===== src/rtl/btn_event_ctrl_if.sv =====
// btn_event_ctrl_if: pin/event bundle between a button-event controller and its user.
//   btn, en_mask, repeat_en    : driven by master (raw pins, per-channel enable, auto-repeat enable)
//   held, ev_valid, ev_idx,
//   ev_repeat                  : driven by slave (debounced state and event strobe)
interface btn_event_ctrl_if #(parameter int N_BTN = 8);
   localparam int IDX_W = N_BTN > 1 ? $clog2(N_BTN) : 1;
   logic [N_BTN-1:0] btn;
   logic [N_BTN-1:0] en_mask;
   logic repeat_en;
   logic [N_BTN-1:0] held;
   logic ev_valid;
   logic [IDX_W-1:0] ev_idx;
   logic ev_repeat;
   modport master(output btn, en_mask, repeat_en, input held, ev_valid, ev_idx, ev_repeat);
   modport slave(input btn, en_mask, repeat_en, output held, ev_valid, ev_idx, ev_repeat);
endinterface


===== src/rtl/btn_event_ctrl.sv =====
// btn_event_ctrl: debounced multi-button press events with lowest-index arbitration and auto-repeat.
//   clk : clock, all state on rising edge
//   rst : asynchronous active-high reset
//   bus : btn/en_mask/repeat_en in; held/ev_valid/ev_idx/ev_repeat out
module btn_event_ctrl #(
   parameter int N_BTN = 8,
   parameter int DEB_CYC = 120000,
   parameter int ACTIVE_LOW = 1,
   parameter int REPEAT_DELAY = 6000000,
   parameter int REPEAT_PERIOD = 1200000
) (
   input logic clk,
   input logic rst,
   btn_event_ctrl_if.slave bus
);
   localparam int IDX_W = N_BTN > 1 ? $clog2(N_BTN) : 1;
   localparam int DW = DEB_CYC > 1 ? $clog2(DEB_CYC) : 1;
   localparam int RMAX = (REPEAT_DELAY > REPEAT_PERIOD ? REPEAT_DELAY : REPEAT_PERIOD) - 1;
   localparam int RW = RMAX > 0 ? $clog2(RMAX + 1) : 1;
   // Synchronizers reset to the released pin level so reset release looks like "no change".
   localparam logic [N_BTN-1:0] REL = {N_BTN{ACTIVE_LOW != 0}};
   typedef enum logic [1:0] {IDLE, DELAY, REPEAT} state_t;
   state_t state, state_nxt;
   logic [N_BTN-1:0] s1, s2, lvl, held, held_d, pend, pend_nxt;
   logic [DW-1:0] dcnt [N_BTN];
   logic [IDX_W-1:0] owner, owner_nxt, sel_idx, ev_idx;
   logic [RW-1:0] rcnt, rcnt_nxt;
   logic req, req_nxt, rep_req, drop, sel_fresh, sel_rep, ev_valid, ev_repeat;

   assign lvl = (ACTIVE_LOW != 0) ? ~s2 : s2;
   assign bus.held = held;
   assign bus.ev_valid = ev_valid;
   assign bus.ev_idx = ev_idx;
   assign bus.ev_repeat = ev_repeat;

   always_ff @(posedge clk or posedge rst)
      if (rst) begin
         s1 <= REL;
         s2 <= REL;
         held <= '0;
         held_d <= '0;
         for (int i = 0; i < N_BTN; i++) dcnt[i] <= '0;
      end else begin
         s1 <= bus.btn;
         s2 <= s1;
         held_d <= held;
         for (int i = 0; i < N_BTN; i++)
            if (lvl[i] == held[i]) dcnt[i] <= '0;
            else if (dcnt[i] == DW'(DEB_CYC - 1)) begin
               dcnt[i] <= '0;
               held[i] <= ~held[i];
            end else dcnt[i] <= dcnt[i] + 1'b1;
      end

   always_comb begin
      sel_idx = owner;
      for (int i = N_BTN - 1; i >= 0; i--) if (pend[i]) sel_idx = IDX_W'(i);
      sel_fresh = |pend;
      drop = state != IDLE && (!held[owner] || !bus.en_mask[owner] || !bus.repeat_en);
      // An unserved request persists in req; a fresh terminal count merges into it.
      rep_req = !drop && (req || (state == DELAY && rcnt == RW'(REPEAT_DELAY - 1))
                || (state == REPEAT && rcnt == RW'(REPEAT_PERIOD - 1)));
      sel_rep = !sel_fresh && rep_req;
      // Clear the served bit before merging new presses so a press is never lost.
      pend_nxt = ((pend & ~(sel_fresh ? (N_BTN'(1) << sel_idx) : '0)) | (held & ~held_d)) & bus.en_mask;
      state_nxt = state;
      owner_nxt = owner;
      rcnt_nxt = rcnt;
      req_nxt = rep_req && !sel_rep;
      if (sel_fresh && bus.repeat_en) begin
         state_nxt = DELAY;
         owner_nxt = sel_idx;
         rcnt_nxt = '0;
         req_nxt = 1'b0;
      end else if (drop) begin
         state_nxt = IDLE;
         rcnt_nxt = '0;
      end else if (state == DELAY) begin
         state_nxt = rcnt == RW'(REPEAT_DELAY - 1) ? REPEAT : DELAY;
         rcnt_nxt = rcnt == RW'(REPEAT_DELAY - 1) ? '0 : rcnt + 1'b1;
      end else if (state == REPEAT)
         rcnt_nxt = rcnt == RW'(REPEAT_PERIOD - 1) ? '0 : rcnt + 1'b1;
   end

   always_ff @(posedge clk or posedge rst)
      if (rst) begin
         pend <= '0;
         state <= IDLE;
         owner <= '0;
         rcnt <= '0;
         req <= 1'b0;
         ev_valid <= 1'b0;
         ev_idx <= '0;
         ev_repeat <= 1'b0;
      end else begin
         pend <= pend_nxt;
         state <= state_nxt;
         owner <= owner_nxt;
         rcnt <= rcnt_nxt;
         req <= req_nxt;
         ev_valid <= sel_fresh || sel_rep;
         if (sel_fresh || sel_rep) begin
            ev_idx <= sel_idx;
            ev_repeat <= sel_rep;
         end
      end
endmodule


===== src/flat_wrapper.sv =====
// flat-port wrapper written by rule: the top's interface ports become plain ports
module btn_event_ctrl_flat 
#(
   parameter int N_BTN = 8,
   parameter int DEB_CYC = 120000,
   parameter int ACTIVE_LOW = 1,
   parameter int REPEAT_DELAY = 6000000,
   parameter int REPEAT_PERIOD = 1200000
)
  (clk, rst, bus_btn, bus_en_mask, bus_repeat_en, bus_held, bus_ev_valid, bus_ev_idx, bus_ev_repeat);
  btn_event_ctrl_if #(.N_BTN(N_BTN)) bus_i ();
  input logic clk;
  input logic rst;
  input wire logic [$bits(bus_i.btn)-1:0] bus_btn;
  input wire logic [$bits(bus_i.en_mask)-1:0] bus_en_mask;
  input wire logic [$bits(bus_i.repeat_en)-1:0] bus_repeat_en;
  output wire logic [$bits(bus_i.held)-1:0] bus_held;
  output wire logic [$bits(bus_i.ev_valid)-1:0] bus_ev_valid;
  output wire logic [$bits(bus_i.ev_idx)-1:0] bus_ev_idx;
  output wire logic [$bits(bus_i.ev_repeat)-1:0] bus_ev_repeat;
  assign bus_i.btn = bus_btn;
  assign bus_i.en_mask = bus_en_mask;
  assign bus_i.repeat_en = bus_repeat_en;
  assign bus_held = bus_i.held;
  assign bus_ev_valid = bus_i.ev_valid;
  assign bus_ev_idx = bus_i.ev_idx;
  assign bus_ev_repeat = bus_i.ev_repeat;
  btn_event_ctrl #(.N_BTN(N_BTN), .DEB_CYC(DEB_CYC), .ACTIVE_LOW(ACTIVE_LOW), .REPEAT_DELAY(REPEAT_DELAY), .REPEAT_PERIOD(REPEAT_PERIOD)) u_core (.clk(clk), .rst(rst), .bus(bus_i));
endmodule

===== config.mk =====
export PLATFORM = sky130hd
export DESIGN_NAME = btn_event_ctrl_flat
export DESIGN_NICKNAME = d
export VERILOG_FILES = /design/src/rtl/btn_event_ctrl_if.sv /design/src/rtl/btn_event_ctrl.sv /design/src/flat_wrapper.sv
export SDC_FILE = /design/constraint.sdc
export NUM_CORES = 1
export LEC_CHECK = 0
export CORE_MARGIN = 1
export CORE_UTILIZATION = 55
export CTS_BUF_LIST = sky130_fd_sc_hd__clkbuf_16
export DETAILED_ROUTE_END_ITERATION = 8
export PLACE_DENSITY = 0.69
export SLEW_MARGIN = 20
export SYNTH_ARGS = -nofsm -noshare
export SYNTH_HDL_FRONTEND = slang
export SYNTH_SLANG_ARGS = --single-unit

===== constraint.sdc =====
create_clock -name clk -period 17.5 [get_ports clk]
set_clock_uncertainty 0.15 [all_clocks]
set_input_delay 3.5 -clock clk [delete_from_list [all_inputs] [get_ports clk]]
set_output_delay 3.5 -clock clk [all_outputs]
set_load 0.01 [all_outputs]

==> reports/metrics.cfg <==
[run_status]
outcome=complete, no violations

[grt]
first_global_vias=6549
grt_overflow=0
track_usage_pct=20.7
grt_max_degree=146
antenna_found_initial=0
grt_pass1_wl_mm=30.8

[power]
swShare_pct=24.0
pwr-share-clk_pct=43.2
p_sw_w=0.000249
powerDensity_nw_per_um2=94.4
p_total_w=0.00104
p_leak_nw=4.78
power_frac_comb_pct=7.5
p_int_w=0.000789
ir_drop_mv=0.0746
p_seq_share_pct=49.2

[drt]
dr.first_iter.drc_count=349
viasPerCell=5.42
drcViolationCount=0
wire_per_inst_microns=14.0
num_vias=6819
wl_mm=17.7
drtPass1Iterations=5
antenna_left=0

[timing]
setup_violations=0
fin_crit_sh_pct=31.9
final_hold_viol_count=0
relSlewSlack_pct=41.3
rsz0062_at_grt=no
worstMarginPinSlew_ns=0.879
max_freq_mhz=179
tns_ns=0
post-route-min-period_ns=5.57
whs_ns=0.206
drv_slew=0

[clock_network]
cts_root_buffer=clkbuf_16
clock-sinks=210
clkTransAtPathRegs_ns=0.06
tritoncts=done
cts_buffers=23
clockBufferDepth=3
clock_latency_ns=0.50
cts_resized=0
post_cts_buffers=0
cts-htree-levels=1
postCtsHoldBufs=0

[synthesis]
syn_avg_cell_area_sq_um=9.92
yosysUniqueCellTypes=50
yosys_warnings=0
synth.largest_area_cell=dfrtp_1
async_flop_share_pct=100
ys_ff_latch=210
syn_inst=981
synth_seq_area_share_pct=54.2
synth-main-ff-cell=dfrtp_1
ys_top_cells_by_area=dfrtp_1, xor2_1, nor2_1
synth.net_count=1012
syn-cell-area_sq_um=9730
synth-edff-count=0
synth.top_cell.area_share_pct=49.9

[flow_run]
maxCapViolations=0

[layout]
diodes=0
layout.nets=1050
filler_cell_count=1443
drive_above_1_share_pct=6.48
areaGrowthSynthToFinish_pct=13.0

[floorplanning]
pin_count=32
die_w_microns=135
core_sq_um=17300
die_h_microns=135
num_rows=48
initial_utilization_pct=56.3
dieArea_sq_um=18200

[setup_path]
r2r_setup_slack_ns=14.17
crit_arrival_ns=5.82
reg2reg_from=u_core.rcnt[13]
endpoint_kind=flip-flop
crit_fanout=24
worstSetupPathType=input port to flip-flop
worstRegToRegCells=7
start_kind=input port
required_ns=17.75
reg2reg_to=u_core.rcnt[14]

[place]
gp_congestion=0.841
dpl.hpwl_mm=11.5
io_buffers=31

[hold_path]
worstHoldPathType=flip-flop to flip-flop
hold_start=u_core.s1[6]
holdPathEnd=u_core.s2[6]
min_path_cells=0

## power by group through the flow
stage	registers [W]	logic [W]	clock network (W)
2_1_floorplan	0.000517	0.0000544	0
3_3_place_gp	0.000519	0.0000772	0
3_5_place_dp	0.000519	0.0000782	0
4_1_cts	0.000511	0.0000789	0.000462
5_1_grt	0.000512	0.0000900	0.000481
6_report	0.000511	0.0000783	0.000449
## flip-flops by register name, summed over array words and instances, names as in the netlist
register	cells
u_core.bus.ev_idx	3
u_core.owner	3
u_core.req	1
u_core.state	2
u_core.bus.ev_valid	1
u_core.held_d	8
u_core.s1	8
u_core.bus.ev_repeat	1
u_core.s2	8
u_core.pend	8
u_core.bus.held	8
u_core.dcnt	136
u_core.rcnt	23
## cell families after synthesis
logic type	after synthesis	share of synthesized area [%]
DFF	210	54.2
adders and majority gates	12	1.54
buffers and inverters	52	2.12
muxes	11	1.44
and+or+nand+nor	494	24.9
AOI/OAI and AO/OA	75	4.41
xor gates and xnor gates	127	11.4
## Yosys cell counts (4+ instances only)
master	n
nand2b_1	7
nor2_1	175
inv_1	30
a311oi_1	4
o21ai_0	24
xor2_1	77
nand3_1	67
and4_1	9
or2_2	7
or3_1	15
and3_1	26
nand2_1	79
a21oi_1	34
ha_1	12
nand4_1	26
xnor2_1	50
mux2i_1	5
clkbuf_1	18
nor3_1	36
or4_1	7
nor2b_1	7
nor4_1	8
nand3b_1	7
dfstp_2	16
dfrtp_1	194
nor4b_1	5
## area by class of cell
| type | instances | area, sq um | share of cell area [%] |
|---|---|---|---|
| inverter | 30 | 120 | 1.09 |
| clock buffer | 23 | 576 | 5.24 |
| sequential | 210 | 5280 | 48.0 |
| clock inverter | 17 | 119 | 1.08 |
| multi-input combinational | 719 | 4260 | 38.8 |
| tap | 225 | 282 | 2.56 |
| timing repair buffer | 35 | 360 | 3.28 |
## critical path, cell delays in order
cell and delay (ns):
clkdlybuf4s50_1 0.51, nand2_1 0.09, mux4_2 0.51, o221ai_1 0.29
nand2_1 0.58, a21oi_1 0.34
## how the worst max path moves through the flow
stage / startpoint / to / slack [ns] / depth (start not counted)
2_1_floorplan: rst / u_core.bus.ev_idx[0] / 8.14 / 1
3_3_place_gp: bus_en_mask[4] / u_core.rcnt[12] / 11.53 / 6
3_5_place_dp: bus_en_mask[4] / u_core.rcnt[19] / 11.48 / 6
4_1_cts: bus_en_mask[4] / u_core.rcnt[11] / 11.97 / 6
5_1_grt: bus_en_mask[4] / u_core.rcnt[19] / 11.79 / 6
6_report: bus_en_mask[4] / u_core.rcnt[11] / 11.93 / 6
## layer usage
| layer | wire [microns] | GRT usage [%] | vias to the layer above |
|---|---|---|---|
| met4 | 321 | 4.93 | 0 |
| met2 | 8100 | 32.3 | 94 |
| li1 | - | - | 3411 |
| met1 | 8580 | 30.4 | 3291 |
| met5 | 0 | 0 | - |
| met3 | 650 | 3.49 | 23 |
## cell usage in the layout, fill, tap and decap left out, types with 3 or more instances in the layout
cell,count
clkdlybuf4s50_1,31
and3_1,26
nor3_1,35
nand4_1,26
xnor2_1,50
clkinv_1,5
buf_4,3
nor3b_1,3
and2_1,3
or3_1,15
nor4b_1,5
o21ai_0,24
xor2_1,77
nor4_1,7
ha_1,12
dfstp_2,16
a21oi_1,34
a311oi_1,4
or2_2,7
nand2b_1,7
nand2_1,79
and4_1,9
inv_1,37
nor2b_1,7
nand3b_1,7
nand3_1,67
nor2_1,175
or4_1,7
dfrtp_1,194
mux2i_1,5
clkbuf_16,23
## stage by stage
step | worst slack (ns) | instance area, sq um | cells | utilization (%)
6_report | 11.93 | 11000 | 1259 | 63.6
3_5_place_dp | 11.48 | 10300 | 1218 | 59.4
5_1_grt | 11.79 | 11000 | 1259 | 63.6
2_1_floorplan | 8.14 | 9730 | 981 | -
4_1_cts | 11.97 | 11000 | 1258 | 63.4
3_3_place_gp | 11.53 | 10300 | 1218 | 59.4
Power figures use the tool's default switching activity.
